**src/rtl/core_pkg.sv**
```systemverilog
// Shared types and constants for the memory-access stage.
package core_pkg;

    typedef enum logic [2:0] {
        MemB  = 3'b000,
        MemH  = 3'b001,
        MemW  = 3'b010,
        MemBu = 3'b100,
        MemHu = 3'b101
    } mem_op_t;

    typedef enum logic [1:0] {
        StIdle = 2'd0,
        StReq  = 2'd1,
        StResp = 2'd2,
        StHold = 2'd3
    } mem_state_t;

    localparam logic [31:0] EXC_LOAD_MISALIGN  = 32'd4;
    localparam logic [31:0] EXC_STORE_MISALIGN = 32'd6;

    // size is funct3[1:0]: 00 byte, 01 half, 1x word.
    function automatic logic is_misaligned(input logic [1:0] size, input logic [1:0] addr_lo);
        case (size)
            2'b00:   is_misaligned = 1'b0;
            2'b01:   is_misaligned = addr_lo[0];
            default: is_misaligned = (addr_lo != 2'b00);
        endcase
    endfunction

endpackage

```
**src/rtl/core_mem_lsu_align.sv**
```systemverilog
// Byte-lane steering: store data replication and byte enables, load lane extract and extend.
module core_mem_lsu_align
    import core_pkg::*;
#(
    parameter int unsigned XLEN = 32
) (
    input  logic [1:0]      st_size,
    input  logic [1:0]      st_addr_lo,
    input  logic [31:0]     st_data,
    output logic [31:0]     st_wdata,
    output logic [3:0]      st_byteenable,
    input  mem_op_t         ld_op,
    input  logic [1:0]      ld_addr_lo,
    input  logic [31:0]     ld_rdata,
    output logic [XLEN-1:0] ld_data
);

    logic [15:0] lane;

    always_comb begin
        st_wdata      = st_data;
        st_byteenable = 4'b1111;
        case (st_size)
            2'b00: begin
                st_wdata      = {4{st_data[7:0]}};
                st_byteenable = 4'b0001 << st_addr_lo;
            end
            2'b01: begin
                st_wdata      = {2{st_data[15:0]}};
                st_byteenable = 4'b0011 << st_addr_lo;
            end
            default: ;
        endcase
    end

    assign lane = 16'(ld_rdata >> {ld_addr_lo, 3'b000});

    // Size casts of signed operands sign-extend; unsigned ones zero-extend.
    always_comb begin
        ld_data = XLEN'($signed(ld_rdata));
        case (ld_op)
            MemB:    ld_data = XLEN'($signed(lane[7:0]));
            MemBu:   ld_data = XLEN'(lane[7:0]);
            MemH:    ld_data = XLEN'($signed(lane));
            MemHu:   ld_data = XLEN'(lane);
            default: ;
        endcase
    end

endmodule

```
**src/rtl/core_mem.sv**
```systemverilog
// Memory-access pipeline stage: one outstanding bus transaction, misalignment traps,
// pass-through of ALU/CSR results into the MEM/WB register.
module core_mem
    import core_pkg::*;
#(
    parameter int unsigned XLEN      = 32,
    parameter bit          ALIGN_CHK = 1'b1
) (
    input  logic            clk,
    input  logic            rest,
    input  logic            em_valid,
    output logic            em_ready,
    input  logic [XLEN-1:0] em_reg_data_mem_addr,
    input  logic [XLEN-1:0] em_csr_data_mem_data,
    input  logic            em_mem_read,
    input  logic            em_mem_write,
    input  logic [2:0]      em_mem_op_type,
    input  logic [4:0]      em_rd,
    input  logic            em_reg_write,
    input  logic [11:0]     em_csr,
    input  logic            em_csr_write,
    input  logic            flush_en,
    output logic [XLEN-1:0] bus_addr,
    output logic            bus_read,
    output logic            bus_write,
    output logic [31:0]     bus_wdata,
    output logic [3:0]      bus_byteenable,
    input  logic            bus_waitrequest,
    input  logic [31:0]     bus_rdata,
    input  logic            bus_rdatavalid,
    output logic            mw_valid,
    input  logic            mw_ready,
    output logic [XLEN-1:0] mw_reg_data,
    output logic [4:0]      mw_rd,
    output logic            mw_reg_write,
    output logic [11:0]     mw_csr,
    output logic [XLEN-1:0] mw_csr_data,
    output logic            mw_csr_write,
    output logic            mem_exc_valid,
    output logic [31:0]     mem_exc_cause,
    output logic [XLEN-1:0] mem_exc_addr
);

    mem_state_t      state;
    logic [XLEN-1:0] lat_addr;
    logic [XLEN-1:0] lat_data;
    mem_op_t         lat_op;
    logic            lat_store;
    logic [4:0]      lat_rd;
    logic            lat_reg_write;
    logic [11:0]     lat_csr;
    logic            lat_csr_write;
    logic            flushed;

    logic            is_mem;
    logic            is_store;
    logic            misaligned;
    logic            accept;
    logic            finish;
    logic            drop;
    logic [31:0]     st_wdata;
    logic [3:0]      st_be;
    logic [XLEN-1:0] ld_data;

    assign is_mem     = em_mem_read | em_mem_write;
    assign is_store   = em_mem_write;
    assign misaligned = ALIGN_CHK &&
                        is_misaligned(em_mem_op_type[1:0], em_reg_data_mem_addr[1:0]);

    assign em_ready = !flush_en &&
                      (((state == StIdle) && (!mw_valid || mw_ready)) ||
                       ((state == StHold) && mw_ready));
    assign accept   = em_valid && em_ready;

    // A bus transaction ends when the store is taken or the load data arrives.
    assign finish = ((state == StReq) && !bus_waitrequest && (lat_store || bus_rdatavalid)) ||
                    ((state == StResp) && bus_rdatavalid);
    assign drop   = flushed || flush_en;

    core_mem_lsu_align #(
        .XLEN (XLEN)
    ) u_align (
        .st_size       (em_mem_op_type[1:0]),
        .st_addr_lo    (em_reg_data_mem_addr[1:0]),
        .st_data       (em_csr_data_mem_data[31:0]),
        .st_wdata      (st_wdata),
        .st_byteenable (st_be),
        .ld_op         (lat_op),
        .ld_addr_lo    (lat_addr[1:0]),
        .ld_rdata      (bus_rdata),
        .ld_data       (ld_data)
    );

    always_ff @(posedge clk or negedge rest) begin
        if (!rest) begin
            state          <= StIdle;
            lat_addr       <= '0;
            lat_data       <= '0;
            lat_op         <= MemB;
            lat_store      <= 1'b0;
            lat_rd         <= '0;
            lat_reg_write  <= 1'b0;
            lat_csr        <= '0;
            lat_csr_write  <= 1'b0;
            flushed        <= 1'b0;
            bus_addr       <= '0;
            bus_read       <= 1'b0;
            bus_write      <= 1'b0;
            bus_wdata      <= '0;
            bus_byteenable <= '0;
            mw_valid       <= 1'b0;
            mw_reg_data    <= '0;
            mw_rd          <= '0;
            mw_reg_write   <= 1'b0;
            mw_csr         <= '0;
            mw_csr_data    <= '0;
            mw_csr_write   <= 1'b0;
            mem_exc_valid  <= 1'b0;
            mem_exc_cause  <= '0;
            mem_exc_addr   <= '0;
        end else begin
            mem_exc_valid <= 1'b0;
            case (state)
                StIdle, StHold: begin
                    if (mw_ready || flush_en) begin
                        mw_valid <= 1'b0;
                        state    <= StIdle;
                    end
                    if (accept) begin
                        lat_addr      <= em_reg_data_mem_addr;
                        lat_data      <= em_csr_data_mem_data;
                        lat_op        <= mem_op_t'(em_mem_op_type);
                        lat_store     <= is_store;
                        lat_rd        <= em_rd;
                        lat_reg_write <= em_reg_write;
                        lat_csr       <= em_csr;
                        lat_csr_write <= em_csr_write;
                        if (!is_mem) begin
                            mw_valid     <= 1'b1;
                            mw_reg_data  <= em_reg_data_mem_addr;
                            mw_rd        <= em_rd;
                            mw_reg_write <= em_reg_write;
                            mw_csr       <= em_csr;
                            mw_csr_data  <= em_csr_data_mem_data;
                            mw_csr_write <= em_csr_write;
                            state        <= StIdle;
                        end else if (misaligned) begin
                            mem_exc_valid <= 1'b1;
                            mem_exc_cause <= is_store ? EXC_STORE_MISALIGN : EXC_LOAD_MISALIGN;
                            mem_exc_addr  <= em_reg_data_mem_addr;
                            state         <= StIdle;
                        end else begin
                            bus_addr       <= {em_reg_data_mem_addr[XLEN-1:2], 2'b00};
                            bus_read       <= !is_store;
                            bus_write      <= is_store;
                            bus_wdata      <= st_wdata;
                            bus_byteenable <= st_be;
                            flushed        <= 1'b0;
                            state          <= StReq;
                        end
                    end
                end
                StReq: begin
                    if (flush_en) begin
                        flushed <= 1'b1;
                    end
                    if (!bus_waitrequest) begin
                        bus_read  <= 1'b0;
                        bus_write <= 1'b0;
                        if (!lat_store && !bus_rdatavalid) begin
                            state <= StResp;
                        end
                    end
                end
                StResp: begin
                    if (flush_en) begin
                        flushed <= 1'b1;
                    end
                end
                default: state <= StIdle;
            endcase

            if (finish) begin
                if (!drop) begin
                    mw_valid     <= 1'b1;
                    mw_reg_data  <= lat_store ? lat_addr : ld_data;
                    mw_rd        <= lat_rd;
                    mw_reg_write <= lat_reg_write && !lat_store;
                    mw_csr       <= lat_csr;
                    mw_csr_data  <= lat_data;
                    mw_csr_write <= lat_csr_write;
                    state        <= StHold;
                end else begin
                    state <= StIdle;
                end
            end
        end
    end

endmodule

```
**config.mk**
```make
export PLATFORM = sky130hd
export DESIGN_NAME = core_mem
export DESIGN_NICKNAME = d
export VERILOG_FILES = /design/src/rtl/core_pkg.sv /design/src/rtl/core_mem_lsu_align.sv /design/src/rtl/core_mem.sv
export SDC_FILE = /design/constraint.sdc
export NUM_CORES = 1
export LEC_CHECK = 0
export BUFFER_PORTS_ARGS = -buffer_cell sky130_fd_sc_hd__buf_2
export CORE_ASPECT_RATIO = 0.75
export CORE_UTILIZATION = 29
export DETAILED_ROUTE_END_ITERATION = 6
export HOLD_SLACK_MARGIN = 0.15
export SYNTH_ARGS = -nofsm -noshare
export SYNTH_HDL_FRONTEND = slang
export SYNTH_SLANG_ARGS = --single-unit
```
**constraint.sdc**
```tcl
create_clock -name clk -period 3.98 [get_ports clk]
set_input_delay 0.995 -clock clk [delete_from_list [all_inputs] [get_ports clk]]
set_output_delay 0.995 -clock clk [all_outputs]
set_load 0.01 [all_outputs]
```
==> After elaboration in Yosys (flattened, before gate mapping) <==
Index checks and enable logic that the tools add are counted.
{ "totals": {"out_inout_bits": 220, "regBits": 307, "elab_cells": 149, "in_bits": 127} }
{ "classes": {"n_eq_ne": 15, "reduce_logical": 35, "muxes": 69, "shift": 3, "bitwise": 2} }
{ "op_table": {"columns": ["operator", "count"], "rows": [
  ["$mux 32", 11],
  ["$pmux 32 s4", 1],
  ["$pmux 32 s2", 1],
  ["$mux 12", 5],
  ["$mux 1", 33],
  ["$shr 32x5->16", 1],
  ["$mux 5", 5],
  ["$reduce_and 4->1", 4],
  ["$mux 2", 7],
  ["$logic_and 1x1->1", 9],
  ["$ne 2x2->1 const B", 4],
  ["$pmux 1 s2", 4],
  ["$pmux 4 s2", 1],
  ["$eq 3x3->1 const B", 2],
  ["$logic_not 1->1", 6],
  ["$logic_or 1x1->1", 6],
  ["$reduce_and 5->1", 1],
  ["$eq 2x1->1 const B", 2],
  ["$eq 2x2->1 const B", 2],
  ["$logic_not 2->1", 2],
  ["$ne 4x4->1 const B", 1],
  ["$pmux 2 s2", 1],
  ["$reduce_bool 2->1", 2],
  ["$reduce_or 2->1", 2],
  ["other kinds (11)", 11]
]} }

==> Depth between registers and ports, before layout <==
Gate-level depths: netlist of run 1.
{ "depth": {"depth_word": 10, "mapped_depth": 10, "depth_no_buf": 7} }

==> Hierarchy <==
From an unflattened synthesis of run 1, not the netlist that was laid out.
{ "hier_totals": {"hier_cells": 1126, "hier_area_um2": 12827.3} }
{ "by_module_without_submodules": {"columns": ["mod", "seq_area_each_um2", "cells_each", "area_per_inst_um2", "n_inst"], "rows": [
  ["core_mem", 6931.6, 942, 11673.7, 1],
  ["core_mem_lsu_align", 0.0, 184, 1153.6, 1]
]} }

==> Worst setup path after synthesis of run 1 <==
No wires, ideal clock.
{ "synth_path": {"kind": "input -> output", "start": "input flush_en", "end": "output em_ready", "arrival_time_ns": 1.778, "path_slack_ns": 1.207, "required_ns": 2.985, "stages": 4, "n_path_buf": 2, "path_cell_list": "nor2b_1 a32o_2 clkbuf_1 clkbuf_1"} }
{ "synth_via": {"elab_chain_cells": 2} }
{ "synth_lines": {"columns": ["item", "line", "rtl"], "rows": [
  ["start: declaration", "core_mem.sv:22", "input logic flush_en,"],
  ["$logic_not 1->1", "core_mem.sv:70", "assign em_ready = !flush_en &&"],
  ["$logic_and 1x1->1", "core_mem.sv:70", null],
  ["end: declaration", "core_mem.sv:12", "output logic em_ready,"]
]} }
No other way between the ends.

==> Worst setup path in the final report of run 1 <==
{ "layout_path": {"start": "register state[0]", "end": "output em_ready"} }
{ "layout_via": {"elab_chain_cells": 4, "word_cells_on_any_way": 6, "classes_between": "1 x eq/ne; 5 x reduce/logical"} }
{ "layout_lines": {"columns": ["item", "line", "rtl"], "rows": [
  ["start: declaration", "core_mem.sv:44", "mem_state_t state;"],
  ["start signal: assignment", "core_mem.sv:96", "state <= StIdle;"],
  ["start signal: assignment", "core_mem.sv:127", "state <= StIdle;"],
  ["start signal: assignment", "core_mem.sv:146", "state <= StIdle;"],
  ["$eq 2x2->1 or $logic_not 2->1 (tied branches)", "core_mem.sv:72, core_mem.sv:71", null],
  ["$logic_and 1x1->1, on equally long branches", "core_mem.sv:72, core_mem.sv:71", null],
  ["$logic_or 1x1->1 (*)", "core_mem.sv:71", "(((state == StIdle) && (!mw_valid || mw_ready)) ||"],
  ["$logic_and 1x1->1 (*)", "core_mem.sv:70", null]
]} }
Mark *: on every way between the ends. The rest lies on a longest branch, timed or not.

==> results.txt, run 1 <==
----------------------------------------------------
[Timing]
  Final-report max-slew violation count ... 0
  Min Clock Period, post-route ... roughly 3.1 ns
  Portion of the clock cycle consumed by the worst path in the final layout ... 0.7680
  Transition time at the pin with the least slew margin ... 0.8101 ns
  Highest clock rate ... around 330 MHz
  Fin. Hold Viols ... 0
  Clk_skew ... ~0.013 ns
  # setup viols final ... 0
  Headroom to the max-slew limit ... 0.4583
  Aggregate negative setup slack ... 0 ns
  Setup repair after global routing missed its margin ... no
  Final WS setup ... between 0.9 and 1 ns

[Floorplanning]
  Vertical extent of the die ... roughly 180 microns
  Site Rows ... 65
  Floorplan die area ... roughly 45000 sq um
  Die boundary width ... 243.3 microns
  Number of top-level design ports ... 347
  Area inside the core boundary ... ~43000 sq um
  Starting utilization of the core area ... 0.2977

[Detailed routing]
  Number of DRC violations after detailed routing ... 0
  Via count of the routed design ... approximately 10000
  Number of violations reported at the end of detailed-routing iteration 0 ... between 600 and 700
  Remaining antenna violation count ... 0
  WL per Instance ... around 21 microns
  Final wirelength ... just over 40000 microns
  Vias per std cell ... 4.974
  Router iterations before antenna repair ... 6

[GRT]
  Maximum number of pins on one net before global-route repair ... 93
  Wire length of the first global-routing pass ... 61400 microns
  Global-route met2 utilization ... 0.2764
  Gr ovfl total ... 0
  Antenna violations before repair ... 8
  GR met1 Demand/Resource ... 0.2539
  Met3 track demand over resource ... 0.03922
  GRT Util Overall ... 0.1791
  Most crowded layer after global routing ... met2
  Vias in the first global route ... ~9600

[Cells and area]
  Fraction of layout cells with a size suffix above 1 ... 0.3922
  Leading cell type in the layout, fill and taps excluded ... sky130_fd_sc_hd__buf_2
  Leading cell types in the layout, fill and taps excluded ... sky130_fd_sc_hd__buf_2 (313), sky130_fd_sc_hd__dfrtp_1 (277), sky130_fd_sc_hd__nand2_1 (149), sky130_fd_sc_hd__mux2_2 (136), sky130_fd_sc_hd__nor2_1 (91)
  Count of fill cells added during filler insertion ... 4202
  Final core utilization ... 0.3693
  Area grow syn2layout ... 24.03%
  Nets@finish ... around 1500
  Final cell area excluding filler cells ... about 16000 sq um

[Critical path]
  Peak per-stage delay on the critical path ... between 0.4 and 0.5 ns
  Worst setup path start ... state[0]
  Slowest stage cell on the critical path ... sky130_fd_sc_hd__dfrtp_1
  Type of the worst setup path ... reg2out
  Crit. End Element ... output pin
  Crit-path max FO ... 22
  CP Capture Point ... em_ready
  FF-to-FF End ... mw_csr[6]
  Reg-to-reg slack, setup ... slightly above 1 ns
  Arr. time, crit path ... a little over 2 ns
  Critical-path cell list ... inv_1, ha_1, nor2b_1, a32o_2, buf_4, buf_2
  R2r worst-path depth ... 9
  Worst setup SP type ... register
  Required @ worst endpoint ... between 2 and 3 ns
  Beginning of the worst register-to-register path ... state[0]

[CTS]
  Clock buffer count from CTS ... 30
  Post-CTS repair timing setup buffer count ... 0
  Clk pin slew, worst setup/hold paths ... ~0.06 ns
  CTS resizes ... 0
  CTS tree ... done
  Clock latency of the later-clocked register in the worst-skew pair ... 0.57 ns
  Max Root-Sink Buffers ... 3
  Hold-fix buffers, CTS ... 0
  Root buffer cell ... sky130_fd_sc_hd__clkbuf_16
  Clock sink count ... 277
  Number of H-tree levels ... 1

[Placement]
  Post-place instance area ... 14740 sq um
  Final weighted congestion in routability-driven placement ... 0.8590
  Port bufs ... roughly 310
  Dpl ws ... 0.8315 ns
  Detailed Place HPWL ... 28320 microns

[Pwr]
  Leakage power figure ... 7.424 nW
  Worst VDD drop ... about 330 uV
  Pwr/cell area ... roughly 800 nW/um^2

[Synth]
  Sequential fraction of the synthesis area ... 0.5473
  Count of unique library cells instantiated by Yosys ... 53
  Yosys Warn Count ... 0
  Prevailing post-synth register cell ... sky130_fd_sc_hd__dfrtp_1
  Netlist area before placement ... 12660 sq um
  Number of enable flip-flop cells after synthesis ... 0
  Syn_area_per_cell ... 11.38 sq um
  Share of synthesized flip-flops with an asynchronous set or reset ... 1.000
  Number of instances in the synthesized netlist ... 1113
  Synth Register Bits ... 277

[Run status]
  Result of the run ... completed

[Run]
  Reported max-cap violation count ... 0

[Worst hold path]
  Worst min path class ... in2async

----------------------------------------------------
[cell families (layout without fill, tap and decap cells)]
logic type	Yosys count	count (layout)	synth area share
flip-flops	277	277	0.5473
AND/OR/NAND/NOR	268	268	0.08724
AO/OA/AOI/OAI	232	232	0.1223
multiplexers	204	204	0.1863
buffers and inverters	127	398	0.05256
adder cells (fa/ha/maj)	4	4	0.003952
other	1	34	0.0002961
[worst min-delay path by stage]
stage,endpoint,slack (ns)
2_1_floorplan,lat_addr[6],0.47
3_3_place_gp,mem_exc_cause[2],0.46
3_5_place_dp,bus_byteenable[0],0.47
4_1_cts,bus_addr[17],0.42
5_1_grt,bus_addr[17],0.47
6_report,bus_addr[17],0.44
[area by class of cell]
cell class | count | area, sq um | area share
flip-flops and latches | 277 | 6932 | 0.4413
multi-input cells | 740 | 5218 | 0.3322
repair buffers | 334 | 1832 | 0.1166
clock buffers | 44 | 894.6 | 0.05695
well taps | 569 | 711.9 | 0.04532
clock inverters | 7 | 66.31 | 0.004222
inverters | 13 | 48.80 | 0.003107
diodes | 2 | 5.005 | 0.0003186
[flip-flops by register name, indices dropped and copies added, names as in the netlist, 2 cells and up]
register	cells
mw_csr_data	32
bus_wdata	32
mw_reg_data	32
bus_byteenable	4
lat_rd	5
lat_op	3
bus_addr	30
mem_exc_addr	32
lat_data	32
state	2
lat_addr	32
mw_csr	12
lat_csr	12
mem_exc_cause	2
mw_rd	5
[per-stage QoR]
stage          power [W]  hold WS, ns  std cells
6_report         0.01252       0.4387       1986
3_3_place_gp    0.009680       0.4576       1933
4_1_cts          0.01268       0.4243       1984
3_5_place_dp    0.009825       0.4681       1933
5_1_grt          0.01331       0.4661       1985
2_1_floorplan   0.007816       0.4739       1144
[report_power, final]
group          leakage [nW]  internal [W]  switching, W
sequential             3.32       0.00422      0.000853
clock                 0.473       0.00160       0.00116
combinational          3.64       0.00224       0.00245
total                  7.42       0.00806       0.00446
[synth_stat cells (4+ instances only)]
cell type	count	area [sq um]
sky130_fd_sc_hd__nor2_1	91	341.6
sky130_fd_sc_hd__dfrtp_1	277	6932
sky130_fd_sc_hd__clkbuf_1	46	172.7
sky130_fd_sc_hd__nand2_1	150	563.0
sky130_fd_sc_hd__mux2_4	27	405.4
sky130_fd_sc_hd__a32oi_1	10	87.58
sky130_fd_sc_hd__a21o_1	6	45.04
sky130_fd_sc_hd__buf_2	22	110.1
sky130_fd_sc_hd__a2bb2oi_1	4	35.03
sky130_fd_sc_hd__mux2_2	136	1531
sky130_fd_sc_hd__o22ai_1	4	25.02
sky130_fd_sc_hd__ha_1	4	50.05
sky130_fd_sc_hd__o21ai_0	35	175.2
sky130_fd_sc_hd__a21oi_1	38	190.2
sky130_fd_sc_hd__buf_4	37	277.8
sky130_fd_sc_hd__a31oi_1	56	350.3
sky130_fd_sc_hd__a21boi_0	17	127.6
sky130_fd_sc_hd__inv_1	12	45.04
sky130_fd_sc_hd__a211oi_1	19	142.6
sky130_fd_sc_hd__a221oi_1	21	183.9
sky130_fd_sc_hd__nor2b_1	4	25.02
sky130_fd_sc_hd__buf_1	6	22.52
sky130_fd_sc_hd__nand2b_1	6	37.54
sky130_fd_sc_hd__o221ai_1	5	43.79
sky130_fd_sc_hd__mux2i_1	40	400.4
[metal layers]
| metal | vias to the layer above | part of all wire |
|---|---|---|
| met5 | - | 0.00059 |
| met4 | 4 | 0.027 |
| met3 | 72 | 0.066 |
| met2 | 342 | 0.45 |
| met1 | 5008 | 0.46 |
| li1 | 4452 | - |
[worst max-delay path, delay by kind of cell, from the launching register on]
family,cells,cell delay [ns]
fa+ha+maj,1,0.19
flops,1,0.42
simple gates,1,0.12
buf+inv,3,0.49
compound gates,1,0.26
Power figures use the tool's default switching activity.
==> run 2, diff against run 1 <==
--- a/config.mk
+++ b/config.mk
@@ -5,6 +5,7 @@
 export SDC_FILE = /design/constraint.sdc
 export NUM_CORES = 1
 export LEC_CHECK = 0
+export ABC_AREA = 1
 export BUFFER_PORTS_ARGS = -buffer_cell sky130_fd_sc_hd__buf_2
 export CORE_ASPECT_RATIO = 0.75
 export CORE_UTILIZATION = 29
==> constraint.sdc (replaced) <==
create_clock -name clk -period 3 [get_ports clk]
set_input_delay 0.75 -clock clk [delete_from_list [all_inputs] [get_ports clk]]
set_output_delay 0.75 -clock clk [all_outputs]
set_load 0.01 [all_outputs]
==> results.txt, run 2 <==
----------------------------------------------------
[GRT]
  GRT Util Overall ... 0.1879
  Wire length of the first global-routing pass ... between 60000 and 70000 microns
  Vias in the first global route ... roughly 12000
  Gr ovfl total ... 0
  Maximum number of pins on one net before global-route repair ... 96
  Antenna violations before repair ... 4

[Pwr]
  Power, Total ... ~0.017 W
  Leakage power figure ... approximately 9 nW
  Worst VDD drop ... between 400 and 500 uV
  Pwr/cell area ... around 1000 nW/um^2

[Timing]
  Min Clock Period, post-route ... around 2.5 ns
  Fin. Hold Viols ... 0
  Clk_skew ... ~0.0094 ns
  Setup repair after global routing missed its margin ... no
  Headroom to the max-slew limit ... 0.4647
  # setup viols final ... 0
  Portion of the clock cycle consumed by the worst path in the final layout ... 0.8483
  Highest clock rate ... 392.9 MHz
  Final-report max-slew violation count ... 0
  Aggregate negative setup slack ... 0 ns
  Transition time at the pin with the least slew margin ... around 0.8 ns

[Detailed routing]
  Remaining antenna violation count ... 0
  Router iterations before antenna repair ... 5
  Final wirelength ... 45890 microns
  WL per Instance ... 17.28 microns
  Vias per std cell ... 4.666
  Via count of the routed design ... approximately 12000
  Number of DRC violations after detailed routing ... 0
  Number of violations reported at the end of detailed-routing iteration 0 ... between 1000 and 1500

[Synth]
  Fraction of synthesized cell area taken by the top area cell type ... 0.5102
  Most frequent cell after synthesis ... sky130_fd_sc_hd__nand2_1
  Share of synthesized flip-flops with an asynchronous set or reset ... 1.000
  Most frequent cells after synthesis ... sky130_fd_sc_hd__nand2_1 (422), sky130_fd_sc_hd__dfrtp_1 (277), sky130_fd_sc_hd__inv_1 (265)
  Multiplexer fraction of the synthesized cell area ... 0
  Main combinational cell family by area after synthesis ... simple AND/OR/NAND/NOR gates
  Netlist area before placement ... 13590 sq um
  Top cells by area in the synthesized netlist ... sky130_fd_sc_hd__dfrtp_1 (51%), sky130_fd_sc_hd__nand2_1 (12%), sky130_fd_sc_hd__o21ai_0 (8.9%), sky130_fd_sc_hd__nand3_1 (7.5%), sky130_fd_sc_hd__inv_1 (7.3%)
  Post-synthesis share of cell area spent on full adders, half adders and majority gates ... 0.003684
  Yosys Warn Count ... 0
  Synth Area in Simple Gates ... 0.2151
  Number of instances in the synthesized netlist ... between 1500 and 2000
  Prevailing post-synth register cell ... sky130_fd_sc_hd__dfrtp_1
  Number of enable flip-flop cells after synthesis ... 0
  Yosys top cell by area ... sky130_fd_sc_hd__dfrtp_1
  Post-synthesis share of cell area spent on xor and xnor gates ... 0
  Count of unique library cells instantiated by Yosys ... 30
  Complex-gate fraction of the synthesized area ... 0.1328
  Synth Register Bits ... between 200 and 300
  Syn_area_per_cell ... 7.826 sq um
  Sequential fraction of the synthesis area ... 0.5102

[Placement]
  Post-place instance area ... between 15000 and 20000 sq um
  Detailed Place HPWL ... 32250 microns
  Final weighted congestion in routability-driven placement ... approximately 0.9
  Port bufs ... around 310

[Floorplanning]
  Floorplan die area ... around 48000 sq um
  Die boundary width ... about 250 microns
  Vertical extent of the die ... 189.5 microns
  Number of top-level design ports ... ~350
  Starting utilization of the core area ... 0.2946
  Area inside the core boundary ... 46110 sq um
  Site Rows ... slightly below 70

[CTS]
  Clock latency of the later-clocked register in the worst-skew pair ... ~0.57 ns
  Root buffer cell ... sky130_fd_sc_hd__clkbuf_16
  Clock sink count ... 277
  Max Root-Sink Buffers ... 3
  Post-CTS repair timing setup buffer count ... 0
  Number of H-tree levels ... 1
  CTS resizes ... 0
  CTS tree ... done
  Clk pin slew, worst setup/hold paths ... 0.07 ns
  Clock buffer count from CTS ... 30

[Run status]
  Result of the run ... completed

[Cells and area]
  Leading cell types in the layout, fill and taps excluded ... sky130_fd_sc_hd__nand2_1 (422), sky130_fd_sc_hd__buf_2 (313), sky130_fd_sc_hd__dfrtp_1 (277), sky130_fd_sc_hd__inv_1 (265), sky130_fd_sc_hd__o21ai_0 (241)
  Fraction of layout cells with a size suffix above 1 ... 0.2040
  Final cell area excluding filler cells ... roughly 17000 sq um
  Area grow syn2layout ... 22.02%
  Nets@finish ... 2130
  Leading cell type in the layout, fill and taps excluded ... sky130_fd_sc_hd__nand2_1

[Critical path]
  Arr. time, crit path ... 1.79 ns
  Beginning of the worst register-to-register path ... state[0]
  Type of the worst setup path ... reg2out
  Crit. End Element ... output pin
  Required @ worst endpoint ... between 2 and 2.5 ns
  Worst setup SP type ... register
  Crit-path max FO ... 4
  FF-to-FF End ... mem_exc_addr[28]
  Reg-to-reg slack, setup ... 0.60 ns
  R2r worst-path depth ... 10

[Worst hold path]
  Hold Path Depth ... 3
  Origin of the worst min-delay path ... em_mem_op_type[2]
  Worst min path class ... in2reg
  Sink of the worst hold path ... lat_op[2]

[Run]
  Reported max-cap violation count ... 0

----------------------------------------------------
-- run 2: worst max-delay path: stages, from the launching register on --
cell and delay, ns:
sky130_fd_sc_hd__dfrtp_1 0.40, sky130_fd_sc_hd__inv_1 0.08, sky130_fd_sc_hd__ha_1 0.21, sky130_fd_sc_hd__nor2_1 0.17, sky130_fd_sc_hd__nor2_2 0.07, sky130_fd_sc_hd__nand2_1 0.10
sky130_fd_sc_hd__inv_1 0.05, sky130_fd_sc_hd__buf_2 0.13
-- run 2: logic make-up (layout without fill, tap and decap cells) --
kind of cell | count (synthesis) | after routing
DFF | 277 | 277
buffers and inverters | 413 | 666
and+or+nand+nor | 685 | 685
other | 1 | 37
AOI/OAI and AO/OA | 356 | 356
adders and majority gates | 4 | 4
-- run 2: what timing repair did --
item,4_1_cts,5_1_grt
setup endpoints to repair,0,0
endpoints found under the hold margin,35,0
hold buffers,1,0
-- run 2: metrics by stage --
stage | util | hold slack, ns | instances | setup WS (ns)
floorplan | - | 0.4478 | 1767 | 1.216
global placement | 0.3379 | 0.4558 | 2596 | 0.4958
detailed placement | 0.3379 | 0.4538 | 2596 | 0.4142
CTS | 0.3592 | 0.3473 | 2650 | 0.4336
global route | 0.3595 | 0.3922 | 2654 | 0.3332
finish | 0.3595 | 0.3950 | 2655 | 0.4551
-- run 2: cell type report --
class / instances / area [sq um]
clock inverters: 11 / 75.07
repair buffers: 344 / 1934
well taps: 630 / 788.3
flip-flops and latches: 277 / 6932
fillers: 4872 / 29540
clock buffers: 42 / 897.1
diodes: 5 / 12.51
multi-input cells: 1077 / 4930
inverters: 269 / 1010
-- run 2: worst max-delay path by stage --
stage / end / startpoint / cells past startpoint / slack (ns)
global route: em_ready / state[0] / 7 / 0.33
CTS: em_ready / state[0] / 7 / 0.43
detailed placement: mw_reg_data[27] / flush_en / 9 / 0.41
global placement: mw_reg_data[14] / flush_en / 9 / 0.50
floorplan: mem_exc_addr[10] / flush_en / 8 / 1.22
finish: em_ready / state[0] / 7 / 0.46
-- run 2: per-layer routing --
layer  part of all wire  wire length [microns]  global-route usage  vias to the layer above
li1                   -                      -                   -                     5963
met1               0.46                  21270              0.2681                     5944
met2               0.44                  20400              0.2899                      414
met3              0.069                   3163             0.03918                       68
met4              0.023                   1060             0.04452                        0
met5                  0                      0                   0                        -
-- run 2: report_power, final --
group	switching [W]	total, W	internal, W
combinational	0.00423	0.00659	0.00236
clock	0.00162	0.00370	0.00208
sequential	0.000955	0.00643	0.00548
total	0.00680	0.0167	0.00992
